<file path="src/rtl/instruction_fetch_unit_if.sv">
//==============================================================================
// Module   : instruction_fetch_unit_if
// Purpose  : Memory, decode-handshake and redirect bundle of the fetch unit.
// Revision : 1.0 - initial release
//==============================================================================
`default_nettype none

interface instruction_fetch_unit_if;
    logic        imem_req;
    logic [31:0] imem_addr;
    logic        imem_ack;
    logic [31:0] imem_rdata;
    logic        instr_valid;
    logic        instr_ready;
    logic [31:0] instr_out;
    logic [31:0] pc_out;
    logic [31:0] pc_plus4;
    logic        branch_taken;
    logic [15:0] branch_imm;
    logic        jump;
    logic [25:0] jump_target;
    logic        jump_reg;
    logic [31:0] reg_target;
    logic        fault;

    modport master (
        output imem_req, imem_addr, instr_valid, instr_out, pc_out, pc_plus4, fault,
        input  imem_ack, imem_rdata, instr_ready, branch_taken, branch_imm,
               jump, jump_target, jump_reg, reg_target
    );

    modport slave (
        input  imem_req, imem_addr, instr_valid, instr_out, pc_out, pc_plus4, fault,
        output imem_ack, imem_rdata, instr_ready, branch_taken, branch_imm,
               jump, jump_target, jump_reg, reg_target
    );
endinterface

`default_nettype wire

</file>
<file path="src/rtl/instruction_fetch_unit.sv">
//==============================================================================
// Module   : instruction_fetch_unit
// Purpose  : PC owner and multi-cycle instruction fetcher with valid/ready out.
//            Optional macro IFU_FAULT_EN adds misalign/ack-timeout fault state.
// Revision : 1.0 - initial release
//==============================================================================
`default_nettype none

module instruction_fetch_unit #(
    parameter logic [31:0] RESET_PC = 32'h0000_0000,
    parameter int          MAX_WAIT = 16
) (
    input  wire logic                clk,
    input  wire logic                reset,
    instruction_fetch_unit_if.master bus
);

`ifdef IFU_FAULT_EN
    typedef enum logic [1:0] {
        S_START = 2'd0,
        S_FETCH = 2'd1,
        S_VALID = 2'd2,
        S_FAULT = 2'd3
    } state_t;

    localparam int              c_wait_w    = (MAX_WAIT < 2) ? 1 : $clog2(MAX_WAIT);
    localparam logic [c_wait_w-1:0] c_wait_last = c_wait_w'(MAX_WAIT - 1);

    logic [c_wait_w-1:0] r_wait_cnt;
    logic [c_wait_w-1:0] w_wait_nxt;
`else
    typedef enum logic [1:0] {
        S_START = 2'd0,
        S_FETCH = 2'd1,
        S_VALID = 2'd2
    } state_t;
`endif

    if (MAX_WAIT < 1) begin : g_max_wait_check
        $error("MAX_WAIT must be at least 1");
    end

    state_t      r_state;
    state_t      w_state_nxt;
    logic [31:0] r_pc;
    logic [31:0] w_pc_nxt;
    logic [31:0] r_instr;
    logic        w_instr_ld;
    logic [31:0] w_pc_plus4;
    logic [31:0] w_target;
    logic [31:0] w_next_pc;

    assign w_pc_plus4 = r_pc + 32'd4;

    always_comb begin
        w_target = w_pc_plus4;
        if (bus.jump_reg)
            w_target = bus.reg_target;
        else if (bus.jump)
            w_target = {w_pc_plus4[31:28], bus.jump_target, 2'b00};
        else if (bus.branch_taken)
            w_target = w_pc_plus4 + {{14{bus.branch_imm[15]}}, bus.branch_imm, 2'b00};
    end

`ifdef IFU_FAULT_EN
    assign w_next_pc = w_target;
`else
    // Without fault reporting a misaligned register target is silently word-aligned.
    assign w_next_pc = w_target & ~32'd3;
`endif

    always_ff @(posedge clk) begin
        if (reset) begin
            r_state <= S_START;
            r_pc    <= RESET_PC;
            r_instr <= '0;
`ifdef IFU_FAULT_EN
            r_wait_cnt <= '0;
`endif
        end else begin
            r_state <= w_state_nxt;
            r_pc    <= w_pc_nxt;
            if (w_instr_ld)
                r_instr <= bus.imem_rdata;
`ifdef IFU_FAULT_EN
            r_wait_cnt <= w_wait_nxt;
`endif
        end
    end

    always_comb begin
        w_state_nxt = r_state;
        w_pc_nxt    = r_pc;
        w_instr_ld  = 1'b0;
`ifdef IFU_FAULT_EN
        w_wait_nxt  = '0;
`endif
        case (r_state)
            S_START: w_state_nxt = S_FETCH;
            S_FETCH: begin
                if (bus.imem_ack) begin
                    w_instr_ld  = 1'b1;
                    w_state_nxt = S_VALID;
                end
`ifdef IFU_FAULT_EN
                else if (r_wait_cnt == c_wait_last)
                    w_state_nxt = S_FAULT;
                else
                    w_wait_nxt = r_wait_cnt + 1'b1;
`endif
            end
            S_VALID: begin
                if (bus.instr_ready) begin
                    w_pc_nxt    = w_next_pc;
                    w_state_nxt = S_FETCH;
`ifdef IFU_FAULT_EN
                    if (w_next_pc[1:0] != 2'b00)
                        w_state_nxt = S_FAULT;
`endif
                end
            end
`ifdef IFU_FAULT_EN
            S_FAULT: w_state_nxt = S_FAULT;
`endif
            default: w_state_nxt = S_START;
        endcase
    end

    assign bus.imem_req    = (r_state == S_FETCH);
    assign bus.imem_addr   = r_pc;
    assign bus.instr_valid = (r_state == S_VALID);
    assign bus.instr_out   = r_instr;
    assign bus.pc_out      = r_pc;
    assign bus.pc_plus4    = w_pc_plus4;
`ifdef IFU_FAULT_EN
    assign bus.fault       = (r_state == S_FAULT);
`else
    assign bus.fault       = 1'b0;
`endif

endmodule

`default_nettype wire

</file>
<file path="src/flat_wrapper.sv">
// flat-port wrapper written by rule: the top's interface ports become plain ports
module instruction_fetch_unit_flat 
#(
    parameter logic [31:0] RESET_PC = 32'h0000_0000,
    parameter int          MAX_WAIT = 16
)
  (clk, reset, bus_imem_req, bus_imem_addr, bus_instr_valid, bus_instr_out, bus_pc_out, bus_pc_plus4, bus_fault, bus_imem_ack, bus_imem_rdata, bus_instr_ready, bus_branch_taken, bus_branch_imm, bus_jump, bus_jump_target, bus_jump_reg, bus_reg_target);
  instruction_fetch_unit_if bus_i ();
  input  wire logic clk;
  input  wire logic reset;
  output wire logic [$bits(bus_i.imem_req)-1:0] bus_imem_req;
  output wire logic [$bits(bus_i.imem_addr)-1:0] bus_imem_addr;
  output wire logic [$bits(bus_i.instr_valid)-1:0] bus_instr_valid;
  output wire logic [$bits(bus_i.instr_out)-1:0] bus_instr_out;
  output wire logic [$bits(bus_i.pc_out)-1:0] bus_pc_out;
  output wire logic [$bits(bus_i.pc_plus4)-1:0] bus_pc_plus4;
  output wire logic [$bits(bus_i.fault)-1:0] bus_fault;
  input wire logic [$bits(bus_i.imem_ack)-1:0] bus_imem_ack;
  input wire logic [$bits(bus_i.imem_rdata)-1:0] bus_imem_rdata;
  input wire logic [$bits(bus_i.instr_ready)-1:0] bus_instr_ready;
  input wire logic [$bits(bus_i.branch_taken)-1:0] bus_branch_taken;
  input wire logic [$bits(bus_i.branch_imm)-1:0] bus_branch_imm;
  input wire logic [$bits(bus_i.jump)-1:0] bus_jump;
  input wire logic [$bits(bus_i.jump_target)-1:0] bus_jump_target;
  input wire logic [$bits(bus_i.jump_reg)-1:0] bus_jump_reg;
  input wire logic [$bits(bus_i.reg_target)-1:0] bus_reg_target;
  assign bus_imem_req = bus_i.imem_req;
  assign bus_imem_addr = bus_i.imem_addr;
  assign bus_instr_valid = bus_i.instr_valid;
  assign bus_instr_out = bus_i.instr_out;
  assign bus_pc_out = bus_i.pc_out;
  assign bus_pc_plus4 = bus_i.pc_plus4;
  assign bus_fault = bus_i.fault;
  assign bus_i.imem_ack = bus_imem_ack;
  assign bus_i.imem_rdata = bus_imem_rdata;
  assign bus_i.instr_ready = bus_instr_ready;
  assign bus_i.branch_taken = bus_branch_taken;
  assign bus_i.branch_imm = bus_branch_imm;
  assign bus_i.jump = bus_jump;
  assign bus_i.jump_target = bus_jump_target;
  assign bus_i.jump_reg = bus_jump_reg;
  assign bus_i.reg_target = bus_reg_target;
  instruction_fetch_unit #(.RESET_PC(RESET_PC), .MAX_WAIT(MAX_WAIT)) u_core (.clk(clk), .reset(reset), .bus(bus_i));
endmodule
</file>
<file path="config.mk">
export PLATFORM = sky130hd
export DESIGN_NAME = instruction_fetch_unit_flat
export DESIGN_NICKNAME = d
export VERILOG_FILES = /design/src/rtl/instruction_fetch_unit_if.sv /design/src/rtl/instruction_fetch_unit.sv /design/src/flat_wrapper.sv
export SDC_FILE = /design/constraint.sdc
export NUM_CORES = 1
export LEC_CHECK = 0
export ABC_CLOCK_PERIOD_IN_PS = 10400
export BUFFER_PORTS_ARGS = -buffer_cell sky130_fd_sc_hd__buf_2
export CAP_MARGIN = 20
export CORE_MARGIN = 1.5
export CORE_UTILIZATION = 53
export DETAILED_ROUTE_END_ITERATION = 8
export GPL_TIMING_DRIVEN = 0
export HOLD_SLACK_MARGIN = 0.05
export PLACE_DENSITY = 0.94
export SLEW_MARGIN = 20
export SYNTH_ARGS = -nofsm -noshare
export SYNTH_HDL_FRONTEND = slang
export SYNTH_SLANG_ARGS = --single-unit
</file>
<file path="constraint.sdc">
create_clock -name clk -period 10.4 [get_ports clk]
set_input_delay 1.56 -clock clk [delete_from_list [all_inputs] [get_ports clk]]
set_output_delay 1.56 -clock clk [all_outputs]
set_load 0.03 [all_outputs]
</file>
==> metrics.md <==
| Metric | Value |
|---|---|
| Outcome | `finished, final reports clean` |
| Largest net degree at the start of global routing | `21` |
| Final hold slack | `0.454 ns` |
| Seq cells post-synth | `64` |
| Compound-Gate Fraction of Synth Area | `27.7%` |
| Unrepaired setup endpoints after global routing | `false` |
| Share of post-route cells with drive strength above 1 | `32.0%` |
| Main combinational cell family by area after synthesis | `compound AO/OA/AOI/OAI gates` |
| Nets@finish | `1,142` |
| Core Footprint | `0.0103 mm^2` |
| Setup_tns | `0 ns` |
| Worst-path clk slew | `0.08 ns` |
| Number of flops mapped to enable cells by yosys | `0` |
| DP Worst Slack | `5.87 ns` |
| Max_slew headroom | `53.6%` |
| Max IR drop VDD | `0.0994 mV` |
| Post-route setup slack | `5.90 ns` |
| Setup violators final | `0` |
| Pleak | `3.62 nW` |
| Cts repair resizes | `0` |
| Cell area after synthesis | `0.00557 mm^2` |
| Die X | `106 um` |
| Worst Hold Class | `reg2reg` |
| Total wire length | `21,100 um` |
| Final total power | `0.000713 W` |
| Clock Latency Late Sink | `0.35 ns` |
| DR vias | `6,941` |
| Number of diodes | `0` |
| Period minus WS final | `4.50 ns` |
| CP Buf/Inv Count | `2` |
| Required @ worst endpoint | `8.84 ns` |
| Post-Syn Instances | `743` |
| Antenna viol nets, final | `0` |
| Predominant post-synthesis flop cell | `dfxtp_1` |
| Worst slew pin tran | `0.696 ns` |
| Die height | `106 um` |
| CTS sink cnt | `64` |
| P per Cell Area | `99.8 mW/mm^2` |
| DR vias/cell | `6.13` |
| CTS buffer count | `9` |
| Number of top-level pins | `244` |
| Gpl congestion | `0.966` |
| Crit-path slowest cell | `dfxtp_1` |
| Final Util | `69.5%` |
| CTS tree | `built` |
| Synthesis warning total | `0` |
| HPWL after DPL | `15,800 um` |
| First-pass GRT wire length | `31,900 um` |
| Initial core utilization | `54.2%` |
| Post-synthesis mux area share | `1.10%` |
| CTS max path bufs | `2` |
| Initial antenna violation count | `0` |
| Seq/Total Area, Yosys | `23.0%` |
| DR WL/cell | `18.7 um` |
| Synth Area in XOR/XNOR | `8.09%` |
| Post-CTS Repair Setup Buffers | `0` |
| Type of element capturing the critical path | `primary output` |
| Fraction of registers with async set/reset | `0%` |
| Final hold vios | `0` |
| Post-CTS Hold Buffers | `0` |
| Row count | `37` |
| Mapped Avg Cell Area | `7.50 um^2` |
| 1st-iter DRT viols | `726` |
| CTS Root Cell | `clkbuf_8` |
| Fin crit share | `43.2%` |
| Port Buffers | `232` |
| Crit-path max FO | `7` |
| Htree depth | `3` |
| Max Clk Rate | `0.222 GHz` |
| Max capacitance violation total | `0` |
| CP top delay family | `simple AND/OR/NAND/NOR gates` |
| FF-to-FF setup slack | `6.04 ns` |
| Drt pass-1 iters | `6` |
| Crit-path cells | `ha_1, nand4_1, or3_1, buf_4, nor3_2, xor2_1, buf_2` |
| Arr. time, crit path | `2.94 ns` |
| GRT Total Usage | `36.5%` |
| Post-Synth Adder-Cell Area | `8.45%` |
| Netlist cell types | `72` |
| Grt ovf | `0` |
| Worst stage delay on the critical path | `0.51 ns` |
| Critical Path Source Type | `register` |
| Die ar. | `0.0111 mm^2` |
| P&R area growth vs syn | `28.2%` |
| Clock Skew | `0.0101 ns` |
| DRC | `0` |
| Critical setup path kind | `reg2out` |
| Post-Synth Simple-Gate Area | `22.5%` |
| Final Max Tran Viols | `0` |
| Vias in the first global route | `6,306` |
==> Yosys cell counts, types with 3 or more instances <==
cell type,count,share of area (%)
a31oi_1,6,0.67
clkbuf_1,30,2.0
nand2_1,106,7.1
nand4_1,7,0.79
o211ai_1,9,1.2
nand2b_1,6,0.67
o22ai_1,7,0.79
buf_1,5,0.34
ha_1,36,8.1
xnor2_1,16,2.5
mux2i_1,5,0.90
and3_1,12,1.3
a211o_1,8,1.3
dfxtp_1,64,23
a21oi_1,77,6.9
a311oi_1,5,0.79
nor3_1,14,1.3
a21o_1,24,3.2
nor2_1,58,3.9
o221ai_1,3,0.47
a21boi_0,3,0.40
xor2_1,28,4.4
and2_1,7,0.79
o21ai_0,28,2.5
o21ai_1,4,0.36
a211oi_1,25,3.4
nand3_1,22,2.0
buf_4,38,5.1
inv_1,12,0.81
buf_2,7,0.63
o21a_1,5,0.67
and4_1,6,0.94
or3_1,7,0.79
==> worst min-delay path, cell delays in order (launching register included) <==
cell and delay [ns]:
dfxtp_1 0.31, nand2_1 0.05, a21oi_1 0.05
==> routing by layer <==
metal | part of all wire, % | track usage [%] | wire, um | vias to the layer above
met3 | 12 | 7.11 | 2560 | 113
met4 | 5.4 | 20.2 | 1140 | 0
met5 | 0 | 0 | 0 | -
met1 | 37 | 46.1 | 7860 | 3172
li1 | - | - | - | 3132
met2 | 45 | 58.5 | 9570 | 524
==> area by class of cell <==
| cell class | count | area (um^2) |
|---|---|---|
| Fill cell | 889 | 3140 |
| Tap cell | 136 | 170 |
| Buffer | 81 | 459 |
| Multi-Input combinational cell | 591 | 3800 |
| Timing Repair Buffer | 232 | 1160 |
| Clock buffer | 9 | 124 |
| Sequential cell | 64 | 1280 |
| Inverter | 13 | 48.8 |
| Clock inverter | 7 | 95.1 |
==> registers in the layout, summed over array words and instances, names as in the netlist <==
register / cells
u_core.bus.instr_out: 32
u_core.bus.imem_addr: 30
u_core.r_state: 2
==> placed cells by master, fill, tap and decap left out, types with 7 or more instances in the layout <==
cell,n
a211o_1,8
a211oi_1,25
a21o_1,24
a21oi_1,77
and2_1,7
and3_1,12
buf_2,239
buf_4,38
clkbuf_1,30
clkbuf_8,9
conb_1,7
dfxtp_1,64
ha_1,36
inv_1,12
nand2_1,106
nand3_1,22
nand4_1,7
nor2_1,58
nor3_1,14
o211ai_1,9
o21ai_0,28
o22ai_1,7
or3_1,7
xnor2_1,16
xor2_1,28
==> where the power goes <==
part	internal, W	switching, W	total, W
logic	0.0000722	0.000132	0.000204
registers	0.000254	0.00000975	0.000264
clock network	0.000135	0.000110	0.000245
total	0.000462	0.000251	0.000713
==> path summary, 6_finish.rpt <==
path | cells past startpoint | from | end
max reg2reg | 15 | u_core.bus.imem_addr[8]$_SDFFE_PP0P_ | u_core.bus.imem_addr[18]$_SDFFE_PP0P_
min reg2reg | 2 | u_core.bus.instr_out[28]$_SDFFE_PP0P_ | u_core.bus.instr_out[28]$_SDFFE_PP0P_
min | 2 | u_core.bus.instr_out[28]$_SDFFE_PP0P_ | u_core.bus.instr_out[28]$_SDFFE_PP0P_
max | 7 | u_core.bus.imem_addr[2]$_SDFFE_PP0P_ | bus_pc_plus4[28]
==> kinds of logic (layout without fill, tap and decap cells) <==
logic type | count (synthesis) | after routing
multiplexers | 6 | 6
AND/OR/NAND/NOR | 262 | 262
adder cells (fa/ha/maj) | 37 | 37
flip-flops | 64 | 64
AO/OA/AOI/OAI | 231 | 231
other | 1 | 7
XOR/XNOR | 48 | 48
buffers and inverters | 94 | 342
==> through the flow <==
stage          cell area (um^2)  std cells
4_1_cts                    7140       1133
5_1_grt                    7140       1133
3_5_place_dp               6920       1117
3_3_place_gp               6920       1117
6_report                   7140       1133
2_1_floorplan              5590        749
(Power assumes the default switching activity.)
